### src/rtl/rv_pkg.sv
// Shared LSU definitions: FSM states, RISC-V funct3 codes
// and byte-enable base patterns.
package rv_pkg;

  typedef enum logic [1:0] {
    S_IDLE = 2'd0,
    S_BUS  = 2'd1,
    S_RESP = 2'd2
  } lsu_state_e;

  localparam logic [2:0] F3_LB  = 3'b000;
  localparam logic [2:0] F3_LH  = 3'b001;
  localparam logic [2:0] F3_LW  = 3'b010;
  localparam logic [2:0] F3_LBU = 3'b100;
  localparam logic [2:0] F3_LHU = 3'b101;
  localparam logic [2:0] F3_SB  = 3'b000;
  localparam logic [2:0] F3_SH  = 3'b001;
  localparam logic [2:0] F3_SW  = 3'b010;

  localparam logic [3:0] BE_B = 4'b0001;
  localparam logic [3:0] BE_H = 4'b0011;
  localparam logic [3:0] BE_W = 4'b1111;

endpackage

### src/rtl/rv_lsu_align.sv
// Lane steering for the LSU: byte enables, store replication,
// misalign/illegal detection and load extension.
module rv_lsu_align
  import rv_pkg::*;
(
  input  logic [1:0]  addr_i,
  input  logic [2:0]  funct3_i,
  input  logic        we_i,
  input  logic [31:0] wdata_i,
  input  logic [31:0] rdata_i,
  output logic [3:0]  be_o,
  output logic [31:0] wdata_o,
  output logic [31:0] rdata_o,
  output logic        misalign_o
);

  logic        is_b;
  logic        is_h;
  logic        is_w;
  logic        illegal;
  logic        uns;
  logic [7:0]  b;
  logic [15:0] h;

  assign is_b = funct3_i[1:0] == 2'b00;
  assign is_h = funct3_i[1:0] == 2'b01;
  assign is_w = funct3_i[1:0] == 2'b10;
  assign uns  = funct3_i[2];

  // Stores have no unsigned forms, so any funct3[2] is illegal there.
  assign illegal = we_i
    ? (funct3_i[2] | (&funct3_i[1:0]))
    : ((&funct3_i[1:0]) | (funct3_i == 3'b110));

  assign misalign_o = illegal
    | (is_h & addr_i[0])
    | (is_w & (|addr_i));

  assign b = 8'(rdata_i >> {addr_i, 3'b000});
  assign h = 16'(rdata_i >> {addr_i[1], 4'b0000});

  always_comb begin
    be_o    = '0;
    wdata_o = wdata_i;
    rdata_o = rdata_i;
    unique case (1'b1)
      is_b: begin
        be_o    = BE_B << addr_i;
        wdata_o = {4{wdata_i[7:0]}};
        rdata_o = uns ? {24'b0, b} : {{24{b[7]}}, b};
      end
      is_h: begin
        be_o    = BE_H << {addr_i[1], 1'b0};
        wdata_o = {2{wdata_i[15:0]}};
        rdata_o = uns ? {16'b0, h} : {{16{h[15]}}, h};
      end
      is_w: begin
        be_o = BE_W;
      end
      default: ;
    endcase
  end

endmodule

### src/rtl/rv_lsu.sv
// Single-outstanding load/store unit: IDLE/BUS/RESP FSM,
// captured request, bus timeout counter.
module rv_lsu
  import rv_pkg::*;
#(
  parameter int unsigned TIMEOUT = 255
) (
  input  logic        i_clk,
  input  logic        i_reset_n,
  input  logic        i_valid,
  output logic        o_ready,
  input  logic [31:0] i_addr,
  input  logic [31:0] i_wdata,
  input  logic [2:0]  i_funct3,
  input  logic        i_we,
  output logic        o_bus_req,
  output logic [31:0] o_bus_addr,
  output logic        o_bus_we,
  output logic [3:0]  o_bus_be,
  output logic [31:0] o_bus_wdata,
  input  logic        i_bus_ack,
  input  logic [31:0] i_bus_rdata,
  output logic        o_valid,
  output logic [31:0] o_rdata,
  output logic        o_misalign,
  output logic        o_timeout
);

  lsu_state_e  state_q, state_d;
  logic [31:0] addr_q, addr_d;
  logic [31:0] wdata_q, wdata_d;
  logic [2:0]  f3_q, f3_d;
  logic        we_q, we_d;
  logic        mis_q, mis_d;
  logic        to_q, to_d;
  logic [31:0] rdata_q, rdata_d;
  logic [31:0] cnt_q, cnt_d;

  logic        idle;
  logic        tmo_hit;
  logic [1:0]  al_addr;
  logic [2:0]  al_f3;
  logic        al_we;
  logic [31:0] al_wdata;
  logic [3:0]  al_be;
  logic [31:0] al_wdo;
  logic [31:0] al_rdata;
  logic        al_mis;

  assign idle = state_q == S_IDLE;

  // Classify the incoming op in IDLE, the held op otherwise.
  assign al_addr  = idle ? i_addr[1:0] : addr_q[1:0];
  assign al_f3    = idle ? i_funct3 : f3_q;
  assign al_we    = idle ? i_we : we_q;
  assign al_wdata = idle ? i_wdata : wdata_q;

  rv_lsu_align u_align (
    .addr_i     (al_addr),
    .funct3_i   (al_f3),
    .we_i       (al_we),
    .wdata_i    (al_wdata),
    .rdata_i    (i_bus_rdata),
    .be_o       (al_be),
    .wdata_o    (al_wdo),
    .rdata_o    (al_rdata),
    .misalign_o (al_mis)
  );

  assign tmo_hit = (TIMEOUT != 0) && ((cnt_q + 32'd1) == TIMEOUT);

  always_ff @(posedge i_clk or negedge i_reset_n) begin
    if (!i_reset_n) state_q <= S_IDLE;
    else            state_q <= state_d;
  end

  always_comb begin
    state_d = state_q;
    unique case (state_q)
      S_IDLE: if (i_valid) state_d = al_mis ? S_RESP : S_BUS;
      S_BUS:  if (i_bus_ack || tmo_hit) state_d = S_RESP;
      S_RESP: state_d = S_IDLE;
      default: state_d = S_IDLE;
    endcase
  end

  always_comb begin
    addr_d  = addr_q;
    wdata_d = wdata_q;
    f3_d    = f3_q;
    we_d    = we_q;
    mis_d   = mis_q;
    to_d    = to_q;
    rdata_d = rdata_q;
    cnt_d   = '0;
    if (idle && i_valid) begin
      addr_d  = i_addr;
      wdata_d = i_wdata;
      f3_d    = i_funct3;
      we_d    = i_we;
      mis_d   = al_mis;
      to_d    = 1'b0;
      rdata_d = '0;
    end else if (state_q == S_BUS) begin
      cnt_d = (&cnt_q) ? cnt_q : cnt_q + 32'd1;
      if (i_bus_ack) begin
        rdata_d = we_q ? '0 : al_rdata;
        cnt_d   = '0;
      end else if (tmo_hit) begin
        to_d  = 1'b1;
        cnt_d = '0;
      end
    end
  end

  always_ff @(posedge i_clk or negedge i_reset_n) begin
    if (!i_reset_n) begin
      addr_q  <= '0;
      wdata_q <= '0;
      f3_q    <= '0;
      we_q    <= 1'b0;
      mis_q   <= 1'b0;
      to_q    <= 1'b0;
      rdata_q <= '0;
      cnt_q   <= '0;
    end else begin
      addr_q  <= addr_d;
      wdata_q <= wdata_d;
      f3_q    <= f3_d;
      we_q    <= we_d;
      mis_q   <= mis_d;
      to_q    <= to_d;
      rdata_q <= rdata_d;
      cnt_q   <= cnt_d;
    end
  end

  always_comb begin
    o_ready     = idle;
    o_bus_req   = state_q == S_BUS;
    o_valid     = state_q == S_RESP;
    o_misalign  = o_valid & mis_q;
    o_timeout   = o_valid & to_q;
    o_rdata     = rdata_q;
    o_bus_addr  = {addr_q[31:2], 2'b00};
    o_bus_we    = we_q;
    o_bus_be    = al_be;
    o_bus_wdata = al_wdo;
  end

endmodule

### config.mk
export PLATFORM = sky130hd
export DESIGN_NAME = rv_lsu
export DESIGN_NICKNAME = d
export VERILOG_FILES = /design/src/rtl/rv_pkg.sv /design/src/rtl/rv_lsu_align.sv /design/src/rtl/rv_lsu.sv
export SDC_FILE = /design/constraint.sdc
export NUM_CORES = 1
export LEC_CHECK = 0
export CAP_MARGIN = 20
export CORE_MARGIN = 8
export CORE_UTILIZATION = 45
export CTS_CLUSTER_DIAMETER = 60
export CTS_CLUSTER_SIZE = 25
export DETAILED_ROUTE_END_ITERATION = 8
export GPL_TIMING_DRIVEN = 0
export PLACE_DENSITY = 0.78
export SLEW_MARGIN = 20
export SYNTH_ARGS = -nofsm -noshare
export SYNTH_HDL_FRONTEND = slang
export SYNTH_SLANG_ARGS = --single-unit
### constraint.sdc
create_clock -name i_clk -period 3 [get_ports i_clk]
set_input_delay 0.45 -clock i_clk [delete_from_list [all_inputs] [get_ports i_clk]]
set_output_delay 0.45 -clock i_clk [all_outputs]
set_load 0.02 [all_outputs]
# Word level (Yosys, flattened, before mapping)
# Cells that the tools add are included.
dict set report word_totals {
  regBits 136
  inputBits 104
}
dict set report op_classes {
  n_addsub 1
  eq_ne 10
  shift 4
  muxes 27
  n_bitwise 8
  reduce_logical 13
}
# op n
set ops {}
lappend ops {{$mux W32} 12}
lappend ops {{$pmux W32 S2} 2}
lappend ops {{$add A32 B1 Y32 const B} 1}
lappend ops {{$eq A32 B8 Y1 const B} 1}
lappend ops {{$reduce_and A32 Y1} 1}
lappend ops {{$shr A32 B5 Y16} 1}
lappend ops {{$shr A32 B5 Y8} 1}
lappend ops {{$pmux W4 S3} 1}
lappend ops {{$mux W2} 4}
lappend ops {{$mux W1} 6}
lappend ops {{$reduce_and A2 Y1} 3}
lappend ops {{$reduce_bool A2 Y1} 3}
lappend ops {{$ne A5 B5 Y1 const B} 1}
lappend ops {{$and A1 B1 Y1} 4}
lappend ops {{$eq A2 B1 Y1 const B} 2}
lappend ops {{$eq A2 B2 Y1 const B} 2}
lappend ops {{$logic_not A2 Y1} 2}
lappend ops {{$ne A2 B1 Y1 const B} 2}
lappend ops {{$or A1 B1 Y1} 4}
lappend ops {{$pmux W2 S2} 1}
lappend ops {{$shl A1 B2 Y4 const A} 1}
lappend ops {{$shl A2 B2 Y4 const A} 1}
lappend ops {{$eq A3 B3 Y1 const B} 1}
lappend ops {{$mux W3} 1}
lappend ops {{5 further kinds} 5}

# Logic depth before layout (Yosys ltp)
# Gate-level depths: netlist of run 1.
dict set report logic_depth {
  word_depth 10
  mapped_depth 11
  ltp_nobuf 8
}

# Hierarchy
# A second synthesis of run 1 with hierarchy kept.
dict set report unflattened {
  hier_cells 868
  area_unflattened_um2 7833.8
}
# module n_inst cells_each area_each_um2 seq_area_each_um2
set modules_own_cells {}
lappend modules_own_cells {rv_lsu 1 698 6663.9 3403.3}
lappend modules_own_cells {rv_lsu_align 1 170 1169.9 0.0}

# Least setup slack after synthesis of run 1
# Ideal clock, no wire load.
dict set report synth_timing {
  kind {register to register}
  from {register cnt_q[1]}
  to {register cnt_q[10]}
  setup_time_ps 136
  t_arrival_ps 2731
  setup_slack_ps 133
  stages_incl_launch_ff 11
  synth_period_minus_slack_ps 2867
  path_cell_list {dfrtp_1 -> ha_1 -> nand3_1 -> nor4_2 -> buf_2 -> nand4_1 -> xnor2_1 -> or3_1 -> nor4_4 -> buf_6 -> nor3_1}
}
dict set report synth_via {
  elab_chain_cells 6
}
# item line
set synth_lines {}
lappend synth_lines {{start: declaration} rv_lsu.sv:37} ;# logic [31:0] cnt_q, cnt_d;
lappend synth_lines {{start signal: assignment} rv_lsu.sv:134} ;# cnt_q <= cnt_d;
lappend synth_lines {{$add A32 B1 Y32} {rv_lsu.sv:70, rv_lsu.sv:105}}
lappend synth_lines {{$eq A32 B8 Y1 or $mux W32 (tied branches)} {rv_lsu.sv:70, rv_lsu.sv:105}}
lappend synth_lines {{$mux W32} rv_lsu.sv:109} ;# end else if (tmo_hit) begin
lappend synth_lines {{$mux W32} rv_lsu.sv:106} ;# if (i_bus_ack) begin
lappend synth_lines {{$mux W32} rv_lsu.sv:104} ;# end else if (state_q == S_BUS) begin
lappend synth_lines {{$mux W32} rv_lsu.sv:96} ;# if (idle && i_valid) begin
# Parallel ways exist; a longest one is shown, timed or not. The select of a mux whose other input is x is not followed.
# A chain may end at the register's enable or synchronous reset.

# Worst setup path after layout of run 1
dict set report layout_timing {
  from {register state_q[0]}
  to {output port o_bus_be[1]}
}
dict set report layout_via {
  elab_chain_cells 4
}
# item line
set layout_lines {}
lappend layout_lines {{start: declaration} rv_lsu.sv:29} ;# lsu_state_e state_q, state_d;
lappend layout_lines {{start signal: assignment} rv_lsu.sv:74} ;# else state_q <= state_d;
lappend layout_lines {{$logic_not A2 Y1 *} rv_lsu.sv:50} ;# assign idle = state_q == S_IDLE;
lappend layout_lines {{$mux W2 or $mux W3 (tied branches)} {rv_lsu.sv:53, rv_lsu.sv:54}}
lappend layout_lines {{$shl A2 B2 Y4, or another cell as far along} rv_lsu_align.sv:53} ;# be_o = BE_H << {addr_i[1], 1'b0};
lappend layout_lines {{$pmux W4 S3 *} rv_lsu_align.sv:46} ;# unique case (1'b1)
lappend layout_lines {{end: declaration} rv_lsu.sv:19} ;# output logic [3:0] o_bus_be,
# Mark *: on every way between the ends. The rest lies on a longest branch, timed or not.

==> results.sh, run 1 <==
export IMPL_hold_path_class="input pin to async pin"
export IMPL_cpPeakStageDelay_ns=0.40
export IMPL_die_y_um=148.2
export IMPL_crit_required_ns=2.55
export IMPL_hpwl_um=18420
export IMPL_coreArea_um2=17180
export IMPL_synth_edff_count=0
export IMPL_clockBufferDepth=2
export IMPL_start_util_pct=45.78
export IMPL_yosysWarnings=0
export IMPL_seq_power_share_pct=25.0
export IMPL_drt_iter0_drc=633
export IMPL_routed_wl_um=26110
export IMPL_drc=0
export IMPL_fin_util_pct=66.08
export IMPL_seq_area_frac_synth_pct=43.28
export IMPL_maxCapViolCount=0
export IMPL_worst_pin_slew_ns=0.6881
export IMPL_final_common_cell="nand2_1"
export IMPL_status="complete, but fails checks"
export IMPL_syn_to_final_growth_pct=44.37
export IMPL_swShare_pct=42.43
export IMPL_fill_cells=1439
export IMPL_clock_latency_ns=0.43
export IMPL_grtUsageTotal_pct=23.24
export IMPL_setup_viol=1
export IMPL_htreeDepth=4
export IMPL_drive_gt1_share_pct=13.51
export IMPL_gp_congestion=0.8728
export IMPL_synthFlopType="dfrtp_1"
export IMPL_violations="hold timing, setup timing"
export IMPL_avgViaCountPerCell=5.490
export IMPL_path_cells="or2_4, inv_4, mux2i_2, clkbuf_4, o21ai_1, a21oi_1, clkdlybuf4s15_2"
export IMPL_place_area_um2=10250
export IMPL_regArea_um2=3406
export IMPL_clockPowerShare_pct=19.4
export IMPL_yosys_register_bits=136
export IMPL_crit_fanout=10
export IMPL_clkSinkCount=136
export IMPL_first_pass_iters=7
export IMPL_cp_slowest_cell="dfrtp_1"
export IMPL_dpl_cell_count=1411
export IMPL_cp_arrival_ns=2.56
export IMPL_cts_tree="yes"
export IMPL_synthArstFlopShare_pct=100.0
export IMPL_rows=48
export IMPL_cp_end_kind="output pin"
export IMPL_ff2ff_path_depth=11
export IMPL_start_kind="flip-flop"
export IMPL_gr_total_overflow=0
export IMPL_cellLeakagePower_nw=5.307
export IMPL_cts_buffers=17
export IMPL_fin_crit_sh_pct=100.4
export IMPL_critPathTopFamily="buffers and inverters"
export IMPL_layout_setup_ws_ns=-0.01122
export IMPL_power_density_nw_per_um2=989.8
export IMPL_antenna_found_initial=1
export IMPL_hold_viol=2
export IMPL_multi_input_area_um2=4128
export IMPL_drt_antenna_violating_nets=0
export IMPL_maxSlewViolCount=0
export IMPL_fin_setup_tns_ns=-0.01122
export IMPL_stdcell_count=1462
export IMPL_syn_area_um2=7863
export IMPL_p_int_mw=6.468
export IMPL_fin_worst_skew_ns=0.006671
export IMPL_slew_headroom_pct=53.78
export IMPL_min_period_ns=3.011
export IMPL_die_w_um=148.2
export IMPL_fp_dieArea_um2=21960
export IMPL_switching_power_mw=4.766
export IMPL_combPwrFrac_pct=55.6
export IMPL_crit_buf_inv=3
export IMPL_grt_pass1_vias=7788
export IMPL_postSynthCellCount=977
export IMPL_critical_path_depth=7
export IMPL_crit_type="flip-flop to output pin"
export IMPL_rr_startpoint="cnt_q[0]"
export IMPL_synth_distinct_cells=59
export IMPL_wl_per_cell_um=17.86
export IMPL_max_freq_mhz=332.1
export IMPL_port_buffers=207
export IMPL_mostFrequentLayoutCells="nand2_1 (306), clkdlybuf4s50_1 (174), dfrtp_1 (134)"
export IMPL_vias=8027
export IMPL_num_nets_final=1329
export IMPL_final_cell_area_um2=11350
export IMPL_synth_avg_cell_area_um2=8.048
export IMPL_grt_max_degree=86
export IMPL_whs_ns=-0.0005571
export IMPL_grt_pass1_wl_um=40990
export IMPL_worstSetupStartpoint="state_q[0]"
export IMPL_clk_pin_slew_ns=0.06
export IMPL_vdd_drop_max_mv=0.7215
export IMPL_rsz0062_at_grt="true"
export IMPL_pin_count=210
export IMPL_clock_root_buffer="clkbuf_16"
[area by class of cell]
| cell class | instances | share of cell area [%] |
|---|---|---|
| buffer | 94 | 5.357 |
| timing repair buffer | 230 | 19.91 |
| clock inverter | 13 | 1.477 |
| tap | 225 | 2.480 |
| multi-input combinational | 730 | 36.36 |
| antenna | 1 | 0.02205 |
| clock buffer | 19 | 3.902 |
| inverter | 14 | 0.4850 |
| sequential | 136 | 30.00 |
[cell usage after synthesis, drive strengths merged (6+ instances only)]
library cell  count  area (µm²)
nand3            23       120.1
xor2             11       96.34
a21oi            67       335.3
clkbuf           44       165.2
nand2           308        1156
dfrtp           136        3403
a31oi            11       68.82
a221oi            7       61.31
and2              9       56.30
o21ai            40       200.2
o31ai             8       60.06
inv              14       52.55
and3             18       112.6
nor2             55       209.0
nor3             37       185.2
nand4            12       96.34
xnor2            20       175.2
a2bb2oi           6       52.55
buf              54       357.8
mux2i            42       424.2
[state kept, by name, indices dropped and copies added, names as in the netlist]
name / cells
state_q: 2
wdata_q: 32
o_bus_we: 1
cnt_q: 32
f3_q: 3
addr_q: 32
mis_q: 1
to_q: 1
o_rdata: 32
[worst register-to-register path, delay by kind of cell (launching register included)]
kind	cells	cell delay, ns
compound gates	1	0.09
buf+inv	4	0.78
flops	1	0.39
simple gates	6	1.51
[what timing repair did]
item | in CTS | in global routing
hold endpoints to repair | 0 | 0
cloned | 0 | 1
hold buffers | 0 | 0
setup buffers | 9 | 12
pin swaps | 4 | 3
setup endpoints to repair | 92 | 87
gates resized for setup | 106 | 49
[kinds of logic after synthesis]
kind of cell	share of synthesized area [%]
buffers and inverters	7.320
xor gates and xnor gates	3.453
muxes	6.111
AOI/OAI and AO/OA	12.29
adders and majority gates	0.3182
and+or+nand+nor	27.18
DFF	43.28
other	0.04769
[routing by layer]
layer  up-vias  global-route usage (%)  part of all wire (%)
met4         0                   9.740                   3.3
li1       3765                       -                     -
met2       358                   37.42                    47
met3        69                   6.411                   8.7
met5         -                       0                     0
met1      3835                   28.86                    42
[power groups by stage]
| stage | registers, mW | clock network (mW) | logic [mW] |
|---|---|---|---|
| global placement | 2.77 | 0 | 5.84 |
| CTS | 2.79 | 2.21 | 6.11 |
| detailed placement | 2.79 | 0 | 5.91 |
| finish | 2.81 | 2.18 | 6.25 |
| global route | 2.89 | 2.29 | 6.71 |
| floorplan | 2.88 | 0 | 3.31 |
[path summary, 6_finish.rpt]
path / end / slack (ns)
setup / recovery: o_bus_be[1] / -0.01
hold / removal: o_rdata[28] / -0.0006
setup reg to reg: cnt_q[26] / 0.09
hold reg to reg: addr_q[5] / 0.47
max in group asynchronous: cnt_q[10] / 2.31
min in group i_clk: addr_q[5] / 0.47
[through the flow]
step           total power [mW]  hold WS [ns]  worst slack, ns
2_1_floorplan             6.188        0.1544           0.1331
3_3_place_gp              8.612        0.4562           -4.037
3_5_place_dp              8.697        0.4613          -0.7776
4_1_cts                   11.11       0.04616         0.004490
5_1_grt                   11.89       0.05028          -0.1046
6_report                  11.23    -0.0005571         -0.01122
No activity file was read; power rests on OpenSTA's default activity.
==> inputs of run 2 (changes only) <==
==> constraint.sdc (replaced) <==
create_clock -name i_clk -period 3 [get_ports i_clk]
set_input_delay 0.45 -clock i_clk [delete_from_list [all_inputs] [get_ports i_clk]]
set_output_delay 0.45 -clock i_clk [all_outputs]
set_load 0.05 [all_outputs]
==> run 2 against run 1 <==
Net effect:
- global-route usage grew 0.93 points
- via count fell by 0.57%
- largest cell class unchanged
- the run ends with hold timing left
- fmax rose by 1.9%
- first-iteration DRC count fell by 12%
==> results.sh, run 2 (synthesis results as in run 1) <==
export IMPL_cts_buffers=17
export IMPL_gp_congestion=0.9165
export IMPL_cp_slowest_cell="dfrtp_1"
export IMPL_hold_viol=1
export IMPL_crit_type="flip-flop to output pin"
export IMPL_hold_path_class="input pin to async pin"
export IMPL_place_ws_ns=-1.054
export IMPL_final_cell_area_um2=11280
export IMPL_start_kind="flip-flop"
export IMPL_fp_dieArea_um2=21960
export IMPL_rows=48
export IMPL_slew_headroom_pct=45.02
export IMPL_path_cells="or2_4, inv_8, buf_12, bufbuf_16, mux2i_4, nand2_2, a21oi_2, a31oi_2, buf_6"
export IMPL_cp_arrival_ns=2.50
export IMPL_max_freq_mhz=338.5
export IMPL_coreArea_um2=17180
export IMPL_clock_root_buffer="clkbuf_16"
export IMPL_drt_iter0_drc=560
export IMPL_worst_pin_slew_ns=0.8183
export IMPL_place_area_um2=10340
export IMPL_pin_count=210
export IMPL_finalPower_mw=13.04
export IMPL_grt_max_degree=77
export IMPL_port_buffers=207
export IMPL_die_y_um=148.2
export IMPL_die_w_um=148.2
export IMPL_hold_buffers=0
export IMPL_antenna_found_initial=0
export IMPL_fin_worst_skew_ns=0.006670
export IMPL_maxSlewViolCount=0
export IMPL_maxCapViolCount=0
export IMPL_regArea_um2=3406
export IMPL_multi_input_area_um2=4195
export IMPL_avgViaCountPerCell=5.493
export IMPL_drc=0
export IMPL_stdcell_count=1453
export IMPL_whs_ns=-0.0009158
export IMPL_fin_util_pct=65.66
export IMPL_hpwl_um=19230
export IMPL_crit_buf_inv=4
export IMPL_power_density_nw_per_um2=1157
export IMPL_antenna_cells=0
export IMPL_syn_to_final_growth_pct=43.44
export IMPL_mostFrequentLayoutCells="nand2_1 (305), clkdlybuf4s50_1 (169), dfrtp_1 (134)"
export IMPL_crit_required_ns=2.55
export IMPL_clk_pin_slew_ns=0.06
export IMPL_grtUsageTotal_pct=24.18
export IMPL_layout_setup_ws_ns=0.04547
export IMPL_cp_end_kind="output pin"
export IMPL_status="complete, but fails checks"
export IMPL_grt_pass1_wl_um=42140
export IMPL_vias=7981
export IMPL_drt_antenna_violating_nets=0
export IMPL_violations="hold timing"
export IMPL_cellLeakagePower_nw=5.225
export IMPL_fill_cells=1428
export IMPL_cts_tree="yes"
export IMPL_wl_per_cell_um=18.45
export IMPL_htreeDepth=4
export IMPL_grt_pass1_vias=7836
export IMPL_num_nets_final=1321
export IMPL_dpl_cell_count=1411
export IMPL_vdd_drop_max_mv=0.6417
export IMPL_clock_latency_ns=0.43
export IMPL_fin_crit_sh_pct=98.48
export IMPL_crit_fanout=10
export IMPL_routed_wl_um=26810
export IMPL_fin_setup_tns_ns=0
export IMPL_clockBufferDepth=2
export IMPL_start_util_pct=45.78
export IMPL_gr_total_overflow=0
export IMPL_clkSinkCount=136
export IMPL_critPathTopFamily="buffers and inverters"
export IMPL_drive_gt1_share_pct=15.72
export IMPL_min_period_ns=2.955
export IMPL_final_common_cell="nand2_1"
export IMPL_first_pass_iters=5
export IMPL_cpPeakStageDelay_ns=0.39
export IMPL_setup_viol=0
-- run 2: cell type report --
type | count | share of cell area, %
well taps | 225 | 2.496
flip-flops and latches | 136 | 30.20
multi-input cells | 730 | 37.20
clock buffers | 18 | 3.805
clock inverters | 14 | 1.342
plain buffers | 92 | 5.181
inverters | 14 | 0.5325
repair buffers | 224 | 19.25
-- run 2: what timing repair did --
action | 4_1_cts | 5_1_grt
pin swaps | 2 | 6
buffers inserted | 6 | 9
gates resized for setup | 192 | 35
endpoints found under the setup margin | 94 | 90
gates cloned | 1 | 0
-- run 2: layer usage --
metal  track usage, %  up-vias  share of wire (%)
met5                0        -                  0
met4            10.25        0                2.9
met3            5.226       56                7.8
met2            39.32      332                 48
met1            30.56     3838                 41
li1                 -     3755                  -
-- run 2: worst paths after layout --
kind                              endpoint         from  cells after the start  slack [ns]
max                        o_bus_wdata[25]   state_q[1]                      9        0.05
min in group i_clk             wdata_q[17]  wdata_q[17]                      2        0.47
min                             addr_q[16]    i_reset_n                      1     -0.0009
min reg2reg                    wdata_q[17]  wdata_q[17]                      2        0.47
max reg2reg                      cnt_q[29]     cnt_q[5]                     11        0.14
max in group asynchronous      wdata_q[24]    i_reset_n                      2        2.27
-- run 2: power by group --
part | total (mW) | switching, mW | internal [mW]
clock network | 2.09 | 0.862 | 1.23
registers | 2.81 | 0.388 | 2.42
logic | 8.14 | 5.38 | 2.76
total | 13.0 | 6.63 | 6.41
